<file path="config.mk">
export PLATFORM = sky130hd
export DESIGN_NAME = datapath_ctrl
export DESIGN_NICKNAME = d
export VERILOG_FILES = /design/src/rtl/datapath_ctrl.sv
export SDC_FILE = /design/constraint.sdc
export NUM_CORES = 1
export LEC_CHECK = 0
export CAP_MARGIN = 40
export CORE_ASPECT_RATIO = 2
export CORE_MARGIN = 4
export CORE_UTILIZATION = 55
export DETAILED_ROUTE_END_ITERATION = 8
export GPL_ROUTABILITY_DRIVEN = 0
export PLACE_DENSITY = 0.75
export SYNTH_ARGS = -nofsm -noshare
export SYNTH_HDL_FRONTEND = slang
export SYNTH_SLANG_ARGS = --single-unit
</file>
<file path="constraint.sdc">
create_clock -name clk -period 5.9 [get_ports clk]
set_input_delay 1.18 -clock clk [delete_from_list [all_inputs] [get_ports clk]]
set_output_delay 1.18 -clock clk [all_outputs]
set_load 0.01 [all_outputs]
</file>
<file path="src/rtl/datapath_ctrl.sv">
// Microcoded control unit for the 4-bit x/y datapath: runs a 16x8 program store under a start/busy/done handshake.
// Each instruction takes two cycles (FETCH, EXEC); an instruction-count watchdog aborts runaway programs with a sticky error.
module datapath_ctrl #(
  parameter int unsigned MAX_INSTR = 255
) (
  input  logic       clk,
  input  logic       reset,
  input  logic       prog_we,
  input  logic [3:0] prog_addr,
  input  logic [7:0] prog_data,
  input  logic       start,
  input  logic       zero,
  output logic [3:0] imm,
  output logic [1:0] op_sel,
  output logic       en_x,
  output logic       en_y,
  output logic       y_sel,
  output logic       busy,
  output logic       done,
  output logic       error,
  output logic [7:0] instr_cnt
);

  typedef enum logic [1:0] {
    S_IDLE  = 2'd0,
    S_FETCH = 2'd1,
    S_EXEC  = 2'd2,
    S_DONE  = 2'd3
  } state_t;

  typedef enum logic [2:0] {
    OP_LDY  = 3'd0,
    OP_MOVX = 3'd1,
    OP_NOTX = 3'd2,
    OP_ADDX = 3'd3,
    OP_BZ   = 3'd4,
    OP_JMP  = 3'd5,
    OP_HALT = 3'd6,
    OP_NOP  = 3'd7
  } opcode_t;

  typedef struct packed {
    logic [3:0] imm;
    logic [1:0] op_sel;
    logic       en_x;
    logic       en_y;
    logic       y_sel;
  } ctrl_t;

  localparam logic [7:0] CNT_LAST = 8'(MAX_INSTR - 1);

  state_t     state;
  logic [3:0] pc;
  logic [6:0] ir;          // {opcode, operand}; instruction bit 4 carries no meaning
  logic [7:0] mem [16];
  ctrl_t      ctrl;

  function automatic ctrl_t decode(input logic [2:0] opc, input logic [3:0] operand);
    ctrl_t c;
    c = '0;
    case (opcode_t'(opc))
      OP_LDY:  begin c.y_sel = 1'b1; c.en_y = 1'b1; c.imm = operand; end
      OP_MOVX: begin c.op_sel = 2'd3; c.en_x = 1'b1; end
      OP_NOTX: begin c.op_sel = 2'd1; c.en_x = 1'b1; end
      OP_ADDX: begin c.op_sel = 2'd2; c.en_x = 1'b1; end
      default: c = '0;
    endcase
    return c;
  endfunction

  // Controls are registered alongside ir so they are live exactly during EXEC.
  always_ff @(posedge clk or posedge reset) begin
    if (reset) begin
      state     <= S_IDLE;
      pc        <= 4'd0;
      ir        <= 7'd0;
      instr_cnt <= 8'd0;
      error     <= 1'b0;
      busy      <= 1'b0;
      done      <= 1'b0;
      ctrl      <= '0;
      for (int i = 0; i < 16; i++) mem[i] <= 8'hC0;
    end else begin
      case (state)
        S_IDLE: begin
          if (prog_we) mem[prog_addr] <= prog_data;
          if (start) begin
            state     <= S_FETCH;
            pc        <= 4'd0;
            instr_cnt <= 8'd0;
            error     <= 1'b0;
            busy      <= 1'b1;
          end
        end
        S_FETCH: begin
          ir    <= {mem[pc][7:5], mem[pc][3:0]};
          ctrl  <= decode(mem[pc][7:5], mem[pc][3:0]);
          pc    <= pc + 4'd1;
          state <= S_EXEC;
        end
        S_EXEC: begin
          ctrl <= '0;
          if (opcode_t'(ir[6:4]) == OP_HALT) begin
            state <= S_DONE;
            busy  <= 1'b0;
            done  <= 1'b1;
          end else begin
            instr_cnt <= instr_cnt + 8'd1;
            if ((opcode_t'(ir[6:4]) == OP_BZ && zero) || opcode_t'(ir[6:4]) == OP_JMP)
              pc <= ir[3:0];
            if (instr_cnt == CNT_LAST) begin
              error <= 1'b1;
              state <= S_DONE;
              busy  <= 1'b0;
              done  <= 1'b1;
            end else begin
              state <= S_FETCH;
            end
          end
        end
        S_DONE: begin
          done  <= 1'b0;
          state <= S_IDLE;
        end
        default: state <= S_IDLE;
      endcase
    end
  end

  assign imm    = ctrl.imm;
  assign op_sel = ctrl.op_sel;
  assign en_x   = ctrl.en_x;
  assign en_y   = ctrl.en_y;
  assign y_sel  = ctrl.y_sel;

endmodule

</file>
==> qor.csv, run 1 <==
metric,value,unit
status,"complete, no violations",
Inserted Clock Buffers,17,
initial antenna violation count,0,
Post-synth EDFFs,0,
Area Growth Syn to Fin,17.9,%
CTS sink cnt,144,
"FF+latch count, synth",144,
Lkg Pwr,3.43,nW
sw frac,0.299,
Reg2Reg Depth,7,
drt initial violations,241,
synthesized area per cell,14.3,sq um
core area,0.0118,sq mm
die area,0.0141,sq mm
pre-CTS setup slack,2.33,ns
Slew Limit Fails,0,
DR WL/cell,23.4,microns
vias in the first global route,4643,
Worst Setup Start Kind,primary input,
Crit Reg-Reg Startpoint,state[0]$_DFFE_PP0N_,
RSZ-0062 raised after global routing,no,
net switching power,1.20,mW
Critical Path Fanout Max,8,
synthesized net count,493,
router iterations before antenna repair,6,
Starting Density,0.565,
minimum clock period,3.13,ns
final number of setup-violating endpoints,0,
Hold Path Sink,error$_DFFE_PP0P_,
HPWL Detailed,10900,microns
chip height,164,microns
most frequent cells in the layout,"mux2_2 (117), dfrtp_1 (111), clkdlybuf4s50_1 (35)",
CTS Hold Bufs,0,
"Async S/R FF share, synth",1.00,
total gr overflow,0,
Bufs on Longest Clock Path,2,
cell taking the most area after synthesis,dfrtp_1,
Cell variety after synth,47,
final worst slack,2.77,ns
first-pass GRT wire length,25000,microns
worst vdd ir,277,uV
CTS root buffer,clkbuf_16,
CP arrival,3.46,ns
"most common cell after layout, fill and taps aside",mux2_2,
Int Pwr,2.82,mW
Routed WL,15600,microns
clock network fraction of design power,0.285,
# diodes,0,
"Cell Area, Synth",0.00670,sq mm
input/output buffers,35,
Setup TNS,0,ns
cells after synthesis,467,
register share of total power,0.414,
fmax,320,MHz
placed instance count,634,
Crit Path Class,primary input to flop,
HP Class,flop to flop,
TritonCTS clock tree,yes,
Post-Layout Cell Count,666,
Power per Cell Area,510,mW/mm^2
ratio of cells with drive above 1 in the final layout,0.443,
CTS H-Tree Depth,4,
CP Capture Type,flop,
Comb pwr share,0.301,
DRT antenna net count,0,
hold path cells,2,
register-to-register setup slack,2.88,ns
fin crit share,0.530,
R2R Path End,instr_cnt[5]$_DFFE_PP0P_,
synth warn,0,
Yosys top cell area share,0.419,
sequential share of the synthesized area,0.544,
Clock Skews,0.00706,ns
worst slew pin tran,0.930,ns
I/O pins,37,
overall global routing resource usage,0.242,
"Hold Vio Cnt, Final",0,
Post-CTS Repair Setup Buffers,0,
DRC viols,0,
die width,86.0,microns
Synth Flop Type,dfrtp_1,
"Gates resized, CTS repair",0,
Synth area leaders,"dfrtp_1 (42%), mux2_2 (20%), dfstp_2 (13%)",
nets,534,
pin count of the biggest net entering global routing,91,
Clock transition at path regs,0.06,ns
Vias,4195,
clk_lat worst skew,0.42,ns
FILL cells,834,
max cap viols,0,
row count,56,
vias per cell,6.30,
Critical Path RT,6.23,ns
Max-slew headroom,0.380,
beginning of the worst hold path,error$_DFFE_PP0P_,
flip-flops by register name (all words and copies together) (netlist names):
signal / flops
en_x: 1
mem: 112
busy: 1
done: 1
state: 2
op_sel: 2
instr_cnt: 8
error: 1
ir: 7
pc: 4
en_y: 1
imm: 4
kinds of logic after synthesis:
family                     count (synthesis)  synth area share
AOI/OAI and AO/OA                         45            0.0445
xor gates and xnor gates                   6           0.00785
adders and majority gates                  9            0.0168
buffers and inverters                     39            0.0241
DFF                                      144             0.544
muxes                                    153             0.307
and+or+nand+nor                           71            0.0559
cell usage after synthesis, drive strengths merged (3+ instances only):
master  number
a21oi       10
a221oi       3
a22o         4
a22oi        4
buf          7
clkbuf      20
dfrtp      112
dfstp       32
ha           9
inv         12
mux2       117
mux2i        6
mux4        30
nand2       19
nand2b       4
nand4        4
nor2        21
o21ai       11
o31ai        3
or3          6
xor2         4
area by class of cell:
type	count	area [sq um]	area share
flip-flops and latches	144	3640	0.462
multi-input cells	284	2890	0.366
repair buffers	49	494	0.0626
clock buffers	17	425	0.0539
clock inverters	15	206	0.0262
well taps	145	181	0.0230
inverters	12	50.0	0.00634
per-stage QoR:
step,utilization,instance area (sq um),power [mW],hold slack (ns)
4_1_cts,0.667,7890,4.05,0.495
5_1_grt,0.667,7890,4.23,0.518
6_report,0.667,7890,4.02,0.492
3_3_place_gp,0.604,7150,2.78,0.468
3_5_place_dp,0.613,7260,2.89,0.478
2_1_floorplan,-,6700,2.54,0.474
layer usage:
metal  part of all wire  global-route usage  vias up
met5                  0                   0        -
met4              0.047               0.124        0
met3              0.044              0.0452       60
met2               0.56               0.436      158
met1               0.35               0.263     2184
li1                   -                   -     1793
power groups by stage:
stage	sequential (mW)	clock [mW]	combinational, mW
2_1_floorplan	1.60	0	0.935
3_3_place_gp	1.63	0	1.15
3_5_place_dp	1.68	0	1.21
4_1_cts	1.66	1.16	1.22
5_1_grt	1.71	1.20	1.32
6_report	1.67	1.15	1.21
worst max-delay path: stages:
cell and delay, ns:
clkdlybuf4s50_1 0.50, nor2b_1 0.13, a211oi_1 0.71, nand4_1 0.36, or3_1 0.39, a21oi_1 0.19
how the worst max path moves through the flow:
stage            start                        to  depth (start not counted)
2_1_floorplan    reset          busy$_DFFE_PP0P_                          1
3_3_place_gp   prog_we       mem[17]$_DFFE_PP0P_                          6
3_5_place_dp     start  instr_cnt[5]$_DFFE_PP0P_                          6
4_1_cts          start  instr_cnt[5]$_DFFE_PP0P_                          6
5_1_grt          start  instr_cnt[5]$_DFFE_PP0P_                          6
6_report         start  instr_cnt[5]$_DFFE_PP0P_                          6
(Power assumes the default switching activity.)
==> run 2, diff against run 1 <==
Clock period 5.9 ns to 3.2 ns, I/O delays scaled along.
==> qor.csv, run 2 (synthesis results as in run 1) <==
metric,value,unit,change
placed instance count,640,,was 634
clk_lat worst skew,0.41,ns,was 0.42 ns
Top reg by flops,mem,,unchanged
max reg flops,112,,unchanged
Lkg Pwr,3.43,nW,about the same
final number of setup-violating endpoints,0,,unchanged
fmax,378,MHz,
vias per cell,6.11,,was 6.30
FILL cells,843,,was 834
clock network fraction of design power,0.272,,was 0.285
Comb pwr share,0.309,,was 0.301
worst slew pin tran,0.567,ns,was 0.930 ns
first-pass GRT wire length,24700,microns,was 25000 microns
CTS Hold Bufs,0,,unchanged
drt initial violations,241,,unchanged
Area Growth Syn to Fin,17.9,%,about the same
largest stage delay on the critical path,0.60,ns,was 0.71 ns
Power per Cell Area,930,mW/mm^2,was 510 mW/mm^2
top flop regs,"mem: 112 flops, instr_cnt: 8 flops, ir: 7 flops",,unchanged
chip height,164,microns,unchanged
initial antenna violation count,0,,unchanged
Routed WL,15100,microns,was 15600 microns
status,"complete, no violations",,unchanged
worst vdd ir,609,uV,was 277 uV
final worst slack,0.557,ns,was 2.77 ns
HPWL Detailed,10600,microns,was 10900 microns
Critical Path Fanout Max,10,,was 8
placed inst area,0.00729,sq mm,was 0.00726 sq mm
CTS root buffer,clkbuf_16,,unchanged
DRT antenna net count,0,,unchanged
CTS sink cnt,144,,unchanged
input/output buffers,35,,unchanged
ratio of cells with drive above 1 in the final layout,0.444,,was 0.443
slowest CP cell,mux4_2,,was a211oi_1
nets,540,,was 534
Crit Path Class,flop to flop,,was primary input to flop
sw frac,0.296,,was 0.299
most frequent cells in the layout,"mux2_2 (117), dfrtp_1 (111), clkdlybuf4s50_1 (35)",,unchanged
"Hold Vio Cnt, Final",0,,unchanged
Tot Pwr,7.34,mW,was 4.02 mW
Critical Path RT,3.55,ns,was 6.23 ns
vias in the first global route,4609,,was 4643
total gr overflow,0,,unchanged
fin crit share,0.826,,
# diodes,0,,unchanged
Bufs on Longest Clock Path,2,,unchanged
overall global routing resource usage,0.237,,was 0.242
fin area,0.00789,sq mm,about the same
Slew Limit Fails,0,,unchanged
net switching power,2.17,mW,was 1.20 mW
register area,0.00364,sq mm,unchanged
most frequent CP cell,mux4_2,,
Worst Setup Start Kind,flop,,was primary input
multi-input logic area,0.00289,sq mm,unchanged
Max-slew headroom,0.621,,was 0.380
pin count of the biggest net entering global routing,80,,was 91
CTS H-Tree Depth,4,,unchanged
Post-CTS Repair Setup Buffers,0,,unchanged
Vias,4108,,was 4195
minimum clock period,2.64,ns,
Inserted Clock Buffers,17,,unchanged
RSZ-0062 raised after global routing,no,,unchanged
DRC viols,0,,unchanged
Post-Layout Cell Count,672,,was 666
CP Capture Type,flop,,unchanged
TritonCTS clock tree,yes,,unchanged
"most common cell after layout, fill and taps aside",mux2_2,,unchanged
core area,0.0118,sq mm,unchanged
row count,56,,unchanged
Setup TNS,0,ns,unchanged
pre-CTS setup slack,0.567,ns,was 2.33 ns
die area,0.0141,sq mm,unchanged
Starting Density,0.565,,unchanged
register share of total power,0.419,,was 0.414
Clock Skews,0.00919,ns,was 0.00706 ns
CP arrival,2.99,ns,was 3.46 ns
crit-path cells,mux4_2 -> mux4_2 -> or3_4 -> nor3_4 -> a22o_1,,was clkdlybuf4s50_1 -> nor2b_1 -> a211oi_1 -> nand4_1 -> or3_1 -> a21oi_1
router iterations before antenna repair,4,,was 6
max cap viols,0,,unchanged
Int Pwr,5.17,mW,was 2.82 mW
die width,86.0,microns,unchanged
I/O pins,37,,unchanged
HP Class,flop to flop,,unchanged
DR WL/cell,22.4,microns,was 23.4 microns
"Gates resized, CTS repair",0,,unchanged
Clock transition at path regs,0.06,ns,about the same
## run 2: changes by cell type in the layout (fill, tap and decap cells not counted), sizes merged
cell / delta
clkbuf: +5
inv: -6
bufinv: -1
clkinvlp: +2
buf: +6
## run 2: cell type report
type / count / area share
clock buffers: 22 / 0.0588
inverters: 12 / 0.00618
repair buffers: 55 / 0.0666
multi-input cells: 284 / 0.366
flip-flops and latches: 144 / 0.462
clock inverters: 10 / 0.0173
well taps: 145 / 0.0230
## run 2: through the flow
| stage | utilization | hold slack [ns] |
|---|---|---|
| 2_1_floorplan | - | 0.474 |
| 3_3_place_gp | 0.616 | 0.470 |
| 3_5_place_dp | 0.616 | 0.482 |
| 4_1_cts | 0.666 | 0.495 |
| 5_1_grt | 0.666 | 0.513 |
| 6_report | 0.666 | 0.496 |
## run 2: worst paths after layout
check,start,end,slack [ns],depth (start not counted)
worst max-delay path,pc[0]$_DFFE_PP0P_,imm[0]$_DFFE_PP0P_,0.56,5
worst min-delay path,op_sel[1]$_DFFE_PP0P_,op_sel[1]$_DFFE_PP0P_,0.50,1
worst max register to register,pc[0]$_DFFE_PP0P_,imm[0]$_DFFE_PP0P_,0.56,5
worst min register to register,op_sel[1]$_DFFE_PP0P_,op_sel[1]$_DFFE_PP0P_,0.50,1
max in group asynchronous,reset,mem[110]$_DFFE_PP1P_,1.84,3
min in group asynchronous,reset,ir[0]$_DFFE_PP0P_,0.59,2
## run 2: critical path: cells and delay by family, from the launching register on
| family | cells | cell delay, ns |
|---|---|---|
| muxes | 2 | 1.09 |
| and+or+nand+nor | 2 | 0.72 |
| DFF | 1 | 0.58 |
| AOI/OAI and AO/OA | 1 | 0.18 |
## run 2: layer usage
metal | vias up | wire [microns] | GRT usage
li1 | 1828 | - | -
met1 | 2172 | 5230 | 0.244
met2 | 78 | 8760 | 0.443
met3 | 30 | 403 | 0.0477
met4 | 0 | 667 | 0.115
met5 | - | 0 | 0
## run 2: power groups by stage
stage          combinational (mW)  sequential, mW  clock (mW)
2_1_floorplan                1.72            2.95           0
3_5_place_dp                 2.27            3.10           0
5_1_grt                      2.48            3.17        2.10
6_report                     2.27            3.07        2.00
3_3_place_gp                 2.17            3.02           0
4_1_cts                      2.29            3.08        2.03
